--- config.mk ---
export PLATFORM = sky130hd
export DESIGN_NAME = lsu_mem_stage
export DESIGN_NICKNAME = d
export VERILOG_FILES = /design/src/rtl/lsu_mem_stage.sv
export SDC_FILE = /design/constraint.sdc
export NUM_CORES = 1
export LEC_CHECK = 0
export CAP_MARGIN = 20
export CORE_MARGIN = 2
export CORE_UTILIZATION = 45
export DETAILED_ROUTE_END_ITERATION = 8
export PLACE_DENSITY = 0.81
export SLEW_MARGIN = 30
export SYNTH_ARGS = -nofsm -noshare
export SYNTH_HDL_FRONTEND = slang
export SYNTH_SLANG_ARGS = --single-unit
--- constraint.sdc ---
create_clock -name clk -period 2.3 [get_ports clk]
set_clock_uncertainty 0.2 [all_clocks]
set_input_delay 0.23 -clock clk [delete_from_list [all_inputs] [get_ports clk]]
set_output_delay 0.23 -clock clk [all_outputs]
set_load 0.03 [all_outputs]
--- src/rtl/lsu_mem_stage.sv ---
// lsu_mem_stage: MEM-stage load/store unit between the EX/MEM register and a
// word-addressed data memory. Handles byte/half/word loads with sign or zero
// extension, word stores, and sub-word stores done as read-modify-write.
// All memory strobes come straight from flops so the memory sees clean edges.
// Optional feature: define LSU_RANGE_CHECK_EN to fault on word indices that
// fall outside MEM_WORDS instead of passing them to the memory.
module lsu_mem_stage #(
  parameter int MEM_WORDS = 42
) (
  input  logic        clk,
  input  logic        reset,
  input  logic        req_valid,
  input  logic        req_we,
  input  logic [1:0]  req_size,
  input  logic        req_unsigned,
  input  logic [31:0] req_addr,
  input  logic [31:0] req_wdata,
  input  logic [4:0]  req_rd,
  output logic        stall,
  output logic        mem_we,
  output logic        mem_re,
  output logic [31:0] mem_a,
  output logic [31:0] mem_wd,
  input  logic [31:0] mem_rd,
  output logic        wb_valid,
  output logic [31:0] wb_data,
  output logic [4:0]  wb_rd,
  output logic        fault
);

  localparam logic [2:0] IDLE     = 3'd0;
  localparam logic [2:0] RD_ISSUE = 3'd1;
  localparam logic [2:0] RD_WAIT  = 3'd2;
  localparam logic [2:0] WR_ISSUE = 3'd3;
  localparam logic [2:0] FAULT    = 3'd4;

  logic [2:0]  state_q, state_d;
  logic        isStore_q, isStore_d;
  logic [1:0]  size_q, size_d;
  logic        isUnsigned_q, isUnsigned_d;
  logic [1:0]  lane_q, lane_d;
  logic [15:0] storeData_q, storeData_d;
  logic [4:0]  rd_q, rd_d;
  logic        memWe_q, memWe_d;
  logic        memRe_q, memRe_d;
  logic [31:0] memA_q, memA_d;
  logic [31:0] memWd_q, memWd_d;
  logic        wbValid_q, wbValid_d;
  logic [31:0] wbData_q, wbData_d;
  logic [4:0]  wbRd_q, wbRd_d;
  logic        fault_q, fault_d;

  logic        reqIsWord;
  logic        reqIsHalf;
  logic        misaligned;
  logic        rangeFault;
  logic        reqFault;
  logic [7:0]  laneByte;
  logic [15:0] laneHalf;
  logic [31:0] loadValue;
  logic [31:0] mergedWord;

  // Size code 11 behaves exactly like a word access.
  assign reqIsWord  = req_size[1];
  assign reqIsHalf  = (req_size == 2'b01);
  assign misaligned = (reqIsHalf && req_addr[0]) ||
                      (reqIsWord && (req_addr[1:0] != 2'b00));

`ifdef LSU_RANGE_CHECK_EN
  localparam logic [29:0] MemWordsW = 30'(MEM_WORDS);
  assign rangeFault = (req_addr[31:2] >= MemWordsW);
`else
  assign rangeFault = 1'b0;
`endif

  assign reqFault = misaligned || rangeFault;

  // Upstream must hold its request whenever the unit is not idle.
  assign stall    = (state_q != IDLE);
  assign mem_we   = memWe_q;
  assign mem_re   = memRe_q;
  assign mem_a    = memA_q;
  assign mem_wd   = memWd_q;
  assign wb_valid = wbValid_q;
  assign wb_data  = wbData_q;
  assign wb_rd    = wbRd_q;
  assign fault    = fault_q;

  // Lane extraction for loads and lane replacement for sub-word stores,
  // both working on the word returned by memory in RD_WAIT.
  always_comb begin
    laneByte   = 8'h00;
    laneHalf   = 16'h0000;
    loadValue  = mem_rd;
    mergedWord = mem_rd;
    case (lane_q)
      2'd0:    laneByte = mem_rd[7:0];
      2'd1:    laneByte = mem_rd[15:8];
      2'd2:    laneByte = mem_rd[23:16];
      default: laneByte = mem_rd[31:24];
    endcase
    laneHalf = lane_q[1] ? mem_rd[31:16] : mem_rd[15:0];
    case (size_q)
      2'b00: begin
        loadValue = isUnsigned_q ? {24'h000000, laneByte}
                                 : {{24{laneByte[7]}}, laneByte};
        case (lane_q)
          2'd0:    mergedWord[7:0]   = storeData_q[7:0];
          2'd1:    mergedWord[15:8]  = storeData_q[7:0];
          2'd2:    mergedWord[23:16] = storeData_q[7:0];
          default: mergedWord[31:24] = storeData_q[7:0];
        endcase
      end
      2'b01: begin
        loadValue = isUnsigned_q ? {16'h0000, laneHalf}
                                 : {{16{laneHalf[15]}}, laneHalf};
        if (lane_q[1]) begin
          mergedWord[31:16] = storeData_q;
        end else begin
          mergedWord[15:0] = storeData_q;
        end
      end
      default: begin
        loadValue  = mem_rd;
        mergedWord = mem_rd;
      end
    endcase
  end

  // Sequencing of one memory operation; strobes and pulses default low so
  // each lasts exactly one cycle, while addresses and data hold their value.
  always_comb begin
    state_d      = state_q;
    isStore_d    = isStore_q;
    size_d       = size_q;
    isUnsigned_d = isUnsigned_q;
    lane_d       = lane_q;
    storeData_d  = storeData_q;
    rd_d         = rd_q;
    memWe_d      = 1'b0;
    memRe_d      = 1'b0;
    memA_d       = memA_q;
    memWd_d      = memWd_q;
    wbValid_d    = 1'b0;
    wbData_d     = wbData_q;
    wbRd_d       = wbRd_q;
    fault_d      = 1'b0;
    case (state_q)
      IDLE: begin
        if (req_valid) begin
          isStore_d    = req_we;
          size_d       = req_size;
          isUnsigned_d = req_unsigned;
          lane_d       = req_addr[1:0];
          storeData_d  = req_wdata[15:0];
          rd_d         = req_rd;
          if (reqFault) begin
            fault_d = 1'b1;
            state_d = FAULT;
          end else if (!req_we || !reqIsWord) begin
            memRe_d = 1'b1;
            memA_d  = {2'b00, req_addr[31:2]};
            state_d = RD_ISSUE;
          end else begin
            memWe_d = 1'b1;
            memA_d  = {2'b00, req_addr[31:2]};
            memWd_d = req_wdata;
            state_d = WR_ISSUE;
          end
        end
      end
      RD_ISSUE: begin
        state_d = RD_WAIT;
      end
      RD_WAIT: begin
        if (!isStore_q) begin
          wbValid_d = 1'b1;
          wbData_d  = loadValue;
          wbRd_d    = rd_q;
          state_d   = IDLE;
        end else begin
          memWd_d = mergedWord;
          memWe_d = 1'b1;
          state_d = WR_ISSUE;
        end
      end
      WR_ISSUE: begin
        state_d = IDLE;
      end
      FAULT: begin
        state_d = IDLE;
      end
      default: begin
        state_d = IDLE;
      end
    endcase
  end

  // State and output registers; reset abandons any operation in flight.
  always_ff @(posedge clk) begin
    if (reset) begin
      state_q      <= IDLE;
      isStore_q    <= 1'b0;
      size_q       <= 2'b00;
      isUnsigned_q <= 1'b0;
      lane_q       <= 2'b00;
      storeData_q  <= 16'h0000;
      rd_q         <= 5'd0;
      memWe_q      <= 1'b0;
      memRe_q      <= 1'b0;
      memA_q       <= 32'h0;
      memWd_q      <= 32'h0;
      wbValid_q    <= 1'b0;
      wbData_q     <= 32'h0;
      wbRd_q       <= 5'd0;
      fault_q      <= 1'b0;
    end else begin
      state_q      <= state_d;
      isStore_q    <= isStore_d;
      size_q       <= size_d;
      isUnsigned_q <= isUnsigned_d;
      lane_q       <= lane_d;
      storeData_q  <= storeData_d;
      rd_q         <= rd_d;
      memWe_q      <= memWe_d;
      memRe_q      <= memRe_d;
      memA_q       <= memA_d;
      memWd_q      <= memWd_d;
      wbValid_q    <= wbValid_d;
      wbData_q     <= wbData_d;
      wbRd_q       <= wbRd_d;
      fault_q      <= fault_d;
    end
  end

endmodule

* After elaboration in Yosys (flattened, before gate mapping)
Cells that the tools add are included.
** Word-level totals
- Bits of input ports :: 108
- Logic and storage cells :: 80
- Output and inout bits :: 106
- Bits in registers :: 133
** Operators by class
- Equal/unequal tests :: 10
- Bitwise operators :: 5
- Reductions and logical operators :: 20
- Multiplexer cells :: 30
** Operator list (number)
- $mux W32 :: 6
- $pmux W32 S2 :: 3
- $mux W16 :: 3
- $mux W8 :: 4
- $pmux W8 S3 :: 1
- $pmux W3 S3 :: 1
- $ne A2 B2 Y1 const B :: 4
- $mux W1 :: 7
- $eq A2 B1 Y1 const B :: 3
- $mux W3 :: 2
- $reduce_or A3 Y1 :: 2
- $not A1 Y1 :: 5
- $reduce_and A5 Y1 :: 1
- $logic_not A2 Y1 :: 2
- $mux W2 :: 2
- $reduce_and A2 Y1 :: 2
- $reduce_bool A2 Y1 :: 2
- $reduce_or A4 Y1 :: 1
- $eq A3 B1 Y1 const B :: 1
- $eq A3 B2 Y1 const B :: 1
- $logic_not A3 Y1 :: 1
- $reduce_and A3 Y1 :: 1
- $reduce_bool A3 Y1 :: 1
- $eq A2 B2 Y1 const B :: 1
- other kinds (5) :: 8

* Longest topological paths before layout
Gate-level depths: netlist of run 1.
- Depth in word-level cells :: 6
- Gate-level depth with buffers :: 7
- Gate-level depth less buffers :: 4

* Worst setup path after synthesis of run 1
OpenSTA, ideal clock, no wires.
- Path type :: flip-flop to flip-flop
- From :: reg lane_q[1]
- To :: reg wbData_q[19] (netlist: wb_data[19])
- Library setup time :: 0.134 ns
- Arrival time :: 1.708 ns
- Required time :: 1.966 ns
- Clock period less this slack :: 2.042 ns
- Cell stages (with the launch flop) :: 6
- Path buffers :: 2
- Setup slack :: 0.258 ns
- Cells stage by stage :: dfxtp_1 clkbuf_1 mux4_2 a21oi_1 buf_2 a211oi_1
** On the way
- Word-level cells in the longest chain between the ends :: 4
- Elaborated cells on any way between the ends :: 8
- Those cells by class :: 2 x eq/ne; 5 x mux; 1 x reduce/logical
** RTL lines
- start: declaration :: RTL line 41 : logic [1:0] lane_q, lane_d;
- start signal: assignment :: RTL line 222 : lane_q <= lane_d;
- $eq A2 B2 Y1, or another cell as far along :: RTL line 96 : case (lane_q)
- $pmux W8 S3 :: RTL line 96
- $mux W32 :: RTL line 105 : loadValue = isUnsigned_q ? {24'h000000, laneByte}
- $pmux W32 S2 (*) :: RTL line 103 : case (size_q)
- end signal: assignment :: RTL line 230 : wbData_q <= wbData_d;
- end: declaration :: RTL line 49 : logic [31:0] wbData_q, wbData_d;
Every way passes the cells marked *; elsewhere a longest branch is shown, timed or not.
A chain may end at the register's enable or synchronous reset.

* Final worst setup path of run 1
- From :: reg state_q[2]
- To :: out stall
** On the way
- Word-level cells in the longest chain between the ends :: 1
** RTL lines
- start: declaration :: RTL line 37 : logic [2:0] state_q, state_d;
- start signal: assignment :: RTL line 218 : state_q <= state_d;
- $reduce_bool A3 Y1 :: RTL line 79 : assign stall = (state_q != IDLE);
- end: declaration :: RTL line 19 : output logic stall,
No other way between the ends.

==> impl_metrics.csv, run 1 <==
group,metric,value,unit
clock_tree,h-tree-depth,4,
global_routing,grt_pass1_wl,30.4,mm
clock_tree,clk_pin_slew_worst_paths,0.05,ns
layout,num-nets-final,1029,
synthesis,synthFlopType,"dfxtp_1",
worst_setup_path,crit_type,"reg -> out",
global_routing,grt_pass1_vias,5970,
sta,tightest_slew,0.632,ns
power,fin_total_pwr,6.21,mW
worst_setup_path,worst-path-max-fanout,8,
global_routing,antenna_found_initial,0,
die,fp.coreArea,12700,um2
die,start_util,0.461,
clock_tree,hold_buffers,0,
sta,worst_slack,0.0685,ns
layout,drive_gt1_frac,0.0771,
global_routing,overflow,0,
sta,finalSetupViolations,0,
route,detail-route-antenna-nets,0,
sta,tns,0,ns
layout,areaGrowthSynthToFinish,49.8,%
sta,fin_crit_sh,0.970,
clock_tree,numCtsBuffers,17,
worst_setup_path,rr_startpoint,"lane_q[1]",
route,via_per_inst,5.63,
worst_setup_path,slowest_delay,0.66,ns
place,dp_cells,1074,
global_routing,grt_max_degree,66,
clock_tree,clkSinkCount,133,
clock_tree,postCtsSetupBuffers,0,
synthesis,avgSynthCellArea,8.04,um2
layout,final_area,8750,um2
worst_setup_path,end_kind,"output port",
sta,drv_slew,0,
worst_setup_path,cp-startpoint,"state_q[2]",
sta,maxSlewHeadroom,0.578,
clock_tree,root_buffer,"clkbuf_16",
layout,post-route-util,0.691,
power,p_leak,3.04,nW
worst_setup_path,critPathArrivalTime,1.80,ns
die,die_area,13900,um2
synthesis,yosys_warnings,0,
die,ios,214,
sta,rsz0062_at_grt,"no",
worst_setup_path,cpMaxStageDelayCell,"clkdlybuf4s50_1",
worst_setup_path,rrSetupSlack,0.18,ns
sta,hold_ws,0.130,ns
clock_tree,worst_skew_pair.late_latency,0.42,ns
layout,fill_cells,1047,
sta,fmax,448,MHz
power,ir_drop,593,uV
outcome,status,"finished, final reports clean",
layout,multi_input_area,2900,um2
route,routed_wire_length_per_instance,17.5,um
synthesis,synth_seq_area_share,0.456,
worst_setup_path,setup.worst_path.start_class,"register",
die,placementRows,41,
synthesis,ys_ff_latch,133,
worst_setup_path,required,1.87,ns
route,drc,0,
worst_setup_path,cp-endpoint,"stall",
clock_tree,cts_buffer_depth,2,
run,maxCapViolCount,0,
route,drtIter0Drc,647,
synthesis,synthCells,727,
place,pre_cts_ws,0.0701,ns
worst_hold_path,hold_path.class,"in -> reg",
route,routed_wl,19.3,mm
synthesis,synth_edf_count,0,
sta,period_needed,2.23,ns
place,gp_congestion,0.913,
die,die-height,118,um
die,die_width,118,um
route,vias,6232,
global_routing,groute.usage.overall,0.275,
clock_tree,postCtsResizedCells,0,
power,power_density,709,nW/um2
layout,layoutNonFillerInstCount,1106,
worst_setup_path,crit_chain,"or3_1 > clkdlybuf4s50_1",
synthesis,ys_async_sr_fraction,0,
worst_setup_path,r2r_cells,5,
synthesis,synth_cell_types,44,
place,hpwl,13.7,mm
place,placed_area,8190,um2
worst_setup_path,reg2reg_to,"wb_data[5]",
synthesis,syn_area,5840,um2
place,numPortBuffers,211,
route,drtPass1Iterations,7,
sta,hold_viol_final,0,
layout,regArea,2660,um2
layout,num_antenna_cells,0,
clock_tree,cts_tree,"built",
==> power breakdown <==
group	internal [mW]	total (mW)	switching [mW]
clock network	1.62	2.60	0.985
logic	0.502	1.11	0.612
registers	2.41	2.49	0.0812
total	4.53	6.21	1.68
==> state kept, by name, indices dropped and copies added (netlist names), 2 cells and up <==
| register | count |
|---|---|
| size_q | 2 |
| mem_a | 30 |
| wb_rd | 5 |
| rd_q | 5 |
| storeData_q | 16 |
| wb_data | 32 |
| state_q | 3 |
| mem_wd | 32 |
| lane_q | 2 |
==> final cells by class <==
| type | instances | share of cell area |
|---|---|---|
| Timing Repair Buffer | 240 | 0.274 |
| Clock buffer | 23 | 0.0523 |
| Inverter | 3 | 0.00129 |
| Sequential cell | 133 | 0.304 |
| Multi-Input combinational cell | 526 | 0.331 |
| Tap cell | 172 | 0.0246 |
| Clock inverter | 9 | 0.0119 |
==> cells in the mapped netlist (2+ instances only) <==
cell      instances  area, um2
nor3b_1           8       60.1
mux2_2            7       78.8
a22o_1           24        210
a211oi_1         32        240
a31oi_1          17        106
a21oi_1          67        335
a222oi_1          7       70.1
nand2b_1          4       25.0
inv_1             2       7.51
o211ai_1         14        105
dfxtp_1         133       2660
nor2_1           75        282
a311oi_1         16        140
nor3_1            3       15.0
buf_2            12       60.1
buf_4             4       30.0
o21ai_0          33        165
buf_1             2       7.51
nand2_1         156        586
nor2b_1          11       68.8
mux4_2            2       45.0
a22oi_1           8       60.1
clkbuf_1         47        176
o221ai_1          2       17.5
nor2_2            2       12.5
nand3_1          17       85.1
and3_1            2       12.5
o31ai_1           2       15.0
nor4_1            3       18.8
==> routing by layer <==
layer | GRT usage | wire [um] | vias to the layer above
met3 | 0.104 | 2030 | 45
met4 | 0.123 | 591 | 0
met1 | 0.326 | 7760 | 2877
li1 | - | - | 2978
met5 | 0 | 0 | -
met2 | 0.443 | 8930 | 332
==> cells by family after synthesis <==
family | count (synthesis) | synth area share
AND/OR/NAND/NOR | 289 | 0.212
AO/OA/AOI/OAI | 226 | 0.260
flip-flops | 133 | 0.456
buffers and inverters | 69 | 0.0507
multiplexers | 9 | 0.0212
other | 1 | 0.000642
==> critical path: cells and delay by family, from the launching register on <==
family	cells	cell delay [ns]
buffers and inverters	1	0.66
DFF	1	0.55
and+or+nand+nor	1	0.17
==> cells in the final DEF, fill, tap and decap left out, drive strengths merged, types with 2 or more instances in the layout <==
| cell | netlist | final |
|---|---|---|
| nor3b | 9 | 9 |
| nand2 | 156 | 156 |
| nor4 | 3 | 3 |
| conb | 1 | 2 |
| o211ai | 14 | 14 |
| nor2 | 77 | 77 |
| o21ai | 33 | 33 |
| mux2 | 7 | 7 |
| and3 | 2 | 2 |
| a311oi | 16 | 16 |
| clkinv | 1 | 6 |
| nand2b | 4 | 4 |
| buf | 19 | 30 |
| inv | 2 | 2 |
| a31oi | 17 | 17 |
| bufinv | 0 | 2 |
| o31ai | 2 | 2 |
| nand3 | 17 | 17 |
| clkdlybuf4s50 | 0 | 210 |
| a222oi | 7 | 7 |
| clkinvlp | 0 | 2 |
| a21oi | 67 | 67 |
| a22oi | 8 | 8 |
| a22o | 24 | 24 |
| mux4 | 2 | 2 |
| nor2b | 11 | 11 |
| clkbuf | 47 | 23 |
| dfxtp | 133 | 133 |
| o221ai | 2 | 2 |
| nor3 | 3 | 3 |
| a211oi | 32 | 32 |
==> worst min path at each step <==
| stage | from | to | slack, ns | depth (start not counted) |
|---|---|---|---|---|
| 6_report | reset | storeData_q[5] | 0.13 | 2 |
| 5_1_grt | reset | storeData_q[15] | 0.15 | 2 |
| 4_1_cts | reset | storeData_q[4] | 0.12 | 2 |
| 3_5_place_dp | mem_a[5] | mem_a[5] | 0.25 | 2 |
| 3_3_place_gp | rd_q[3] | wb_rd[3] | 0.24 | 2 |
| 2_1_floorplan | req_size[1] | mem_re | 0.13 | 1 |
Note: power is estimated with default switching activity, not from simulation.
==> run 2, diff against run 1 <==
ABC_AREA = 1   (was unset)
CORE_UTILIZATION = 47   (was 45)
==> run 2 against run 1 <==
Combinational power up 51%. Critical endpoint unchanged. Clock power grew 2%. Non-clock buffer count is 4 higher. Highest routed layer unchanged. Sequential share of layout area decreased by 2.8 points. Utilization down 0.18 points. Synthesized cell count up 43%. Design area up 10%.
==> impl_metrics.csv, run 2 <==
group,metric,value,unit
die,ios,214,
clock_tree,postCtsSetupBuffers,0,
power,ir_drop,528,uV
place,placed_area,9070,um2
synthesis,synthCells,1036,
synthesis,synth-xor-area-share,0,
layout,final_area,9640,um2
synthesis,synth_edf_count,0,
worst_setup_path,cpMaxStageDelayCell,"dfxtp_1",
route,routed_wl,23.2,mm
global_routing,groute.usage.overall,0.292,
place,pre_cts_ws,0.0726,ns
clock_tree,clkSinkCount,133,
synthesis,avgSynthCellArea,6.55,um2
route,vias,7701,
die,start_util,0.485,
clock_tree,root_buffer,"clkbuf_16",
synthesis,syn_area,6790,um2
sta,tns,0,ns
place,hpwl,16.8,mm
global_routing,grt_max_degree,62,
worst_hold_path,worstHoldStart,"req_rd[0]",
synthesis,ys_top_cells_by_area,"dfxtp_1, nand2_1, nor2_1",
clock_tree,cts_tree,"built",
layout,final_common_cell,"clkdlybuf4s50_1",
worst_setup_path,r2r_cells,7,
sta,drv_slew,0,
sta,fin_crit_sh,0.922,
global_routing,overflow,0,
layout,layout_common_cells,"clkdlybuf4s50_1, nand2_1, nor2_1",
global_routing,grt_pass1_vias,6811,
die,die_area,15400,um2
die,die-height,124,um
layout,drive_gt1_frac,0.0766,
layout,num-nets-final,1336,
outcome,status,"finished, final reports clean",
clock_tree,worst_skew_pair.late_latency,0.43,ns
worst_hold_path,hold_path.class,"in -> reg",
layout,fill_cells,1216,
route,drtPass1Iterations,5,
worst_setup_path,rrSetupSlack,0.32,ns
route,routed_wire_length_per_instance,16.3,um
synthesis,synth-compound-area-share,0.186,
synthesis,synth_seq_area_share,0.392,
die,die_width,124,um
synthesis,yosys_warnings,0,
sta,tightest_slew,0.895,ns
worst_setup_path,critPathArrivalTime,1.69,ns
route,drtIter0Drc,647,
route,drc,0,
route,detail-route-antenna-nets,0,
worst_setup_path,crit_chain,"nor2_4 > inv_1 > dlygate4sd2_1",
synthesis,synth_top_family_by_area,"simple AND/OR/NAND/NOR gates",
clock_tree,h-tree-depth,4,
worst_setup_path,cp-startpoint,"state_q[1]",
layout,num_antenna_cells,0,
synthesis,synth.area.mux_share,0,
clock_tree,numCtsBuffers,17,
sta,fmax,472,MHz
global_routing,antenna_found_initial,0,
synthesis,yosys.cell_count.top_type,"nand2_1",
sta,period_needed,2.12,ns
route,via_per_inst,5.42,
worst_setup_path,cpLargestDelayFamily,"buffers and inverters",
synthesis,ys_async_sr_fraction,0,
worst_setup_path,rr_startpoint,"state_q[0]",
worst_setup_path,worst-path-max-fanout,9,
worst_setup_path,required,1.87,ns
sta,finalSetupViolations,0,
worst_setup_path,crit_type,"reg -> out",
worst_setup_path,reg2reg_to,"mem_a[22]",
worst_setup_path,end_kind,"output port",
synthesis,synth_area_leader_cell,"dfxtp_1",
synthesis,synth.top_cell.area_share,0.392,
global_routing,grt_pass1_wl,34.3,mm
synthesis,synth_cell_types,29,
place,numPortBuffers,211,
power,power_density,716,nW/um2
run,maxCapViolCount,0,
sta,worst_slack,0.179,ns
synthesis,ys_ff_latch,133,
synthesis,synthTopCellsByCount,"nand2_1, nor2_1, dfxtp_1, nand3_1, o21ai_0",
place,gp_congestion,0.961,
layout,multi_input_area,3430,um2
die,placementRows,43,
sta,hold_viol_final,0,
synthesis,synthFlopType,"dfxtp_1",
layout,areaGrowthSynthToFinish,42.0,%
worst_setup_path,slowest_delay,0.54,ns
sta,maxSlewHeadroom,0.403,
clock_tree,cts_buffer_depth,2,
clock_tree,clk_pin_slew_worst_paths,0.06,ns
worst_setup_path,cp-endpoint,"stall",
worst_setup_path,setup.worst_path.start_class,"register",
die,fp.coreArea,14000,um2
sta,rsz0062_at_grt,"no",
power,p_leak,4.10,nW
layout,regArea,2660,um2
worst_setup_path,cp_num_buf_inv,2,
synthesis,synthSimpleGateAreaFrac,0.317,
synthesis,synth_adder_area_share,0,
worst_setup_path,cp.depth,3,
==> run 2: cell types whose count changed in the layout (fill, tap and decap cells not counted), sizes merged, moves of 12 or more <==
cell    previous run  this run
a21oi             67        79
o21a               0        18
nor2              77       183
a311oi            16         0
a211oi            32         0
nand3             17       109
a22o              24         0
nand2            156       192
inv                2        94
o21ai             33        97
==> run 2: how the worst min path moves through the flow <==
stage,to,slack [ns],depth (start not counted)
final,rd_q[0],0.18,3
after global placement,rd_q[4],0.25,2
after floorplan,rd_q[0],0.19,2
after global routing,rd_q[2],0.20,3
after detailed placement,mem_wd[24],0.26,2
after CTS,rd_q[0],0.17,3
==> run 2: final cells by class <==
class                   instances  area share
clock inverters                10      0.0103
clock buffers                  21      0.0488
inverters                      95      0.0370
repair buffers                244       0.249
flip-flops and latches        133       0.276
multi-input cells             737       0.356
well taps                     180      0.0234
==> run 2: logic make-up after synthesis <==
family          count (synthesis)
simple gates                  506
flops                         133
compound gates                229
buf+inv                       167
other cells                     1
==> run 2: worst reg2reg max path, stage by stage, from the launching register on <==
cell	delay, ns
dfxtp_1	0.34
inv_1	0.08
nand2_1	0.08
nor2_4	0.20
nand3_1	0.13
inv_1	0.67
nor2_1	0.12
nor2_1	0.12
==> run 2: routing by layer <==
| layer | vias up | GRT usage | part of all wire |
|---|---|---|---|
| met4 | 0 | 0.126 | 0.033 |
| met1 | 3520 | 0.356 | 0.40 |
| li1 | 3753 | - | - |
| met2 | 377 | 0.474 | 0.46 |
| met5 | - | 0 | 0 |
| met3 | 51 | 0.0916 | 0.11 |
==> run 2: power by group <==
| part | switching [mW] | internal, mW | total, mW |
|---|---|---|---|
| Clock | 1.07 | 1.57 | 2.64 |
| Sequential | 0.108 | 2.47 | 2.58 |
| Combinational | 1.01 | 0.669 | 1.68 |
==> run 2: through the flow <==
| step | power (mW) | utilization | cells | hold slack, ns |
|---|---|---|---|---|
| 5_1_grt | 7.20 | 0.689 | 1420 | 0.203 |
| 3_5_place_dp | 4.28 | 0.648 | 1389 | 0.257 |
| 6_report | 6.90 | 0.689 | 1420 | 0.180 |
| 4_1_cts | 6.92 | 0.689 | 1420 | 0.170 |
| 3_3_place_gp | 4.27 | 0.648 | 1389 | 0.253 |
| 2_1_floorplan | 3.60 | - | 1037 | 0.190 |
==> run 2: repair_timing <==
action / 4_1_cts / 5_1_grt
setup endpoints to repair: 1 / 0
hold buffers: 0 / 0
gates resized for setup: 1 / 0
==> run 3, diff against run 2 <==
ABC_CLOCK_PERIOD_IN_PS = 2300   (was unset)
==> results of run 3 <==
Same layout as run 2: the final DEF is identical, and so are final timing and power.
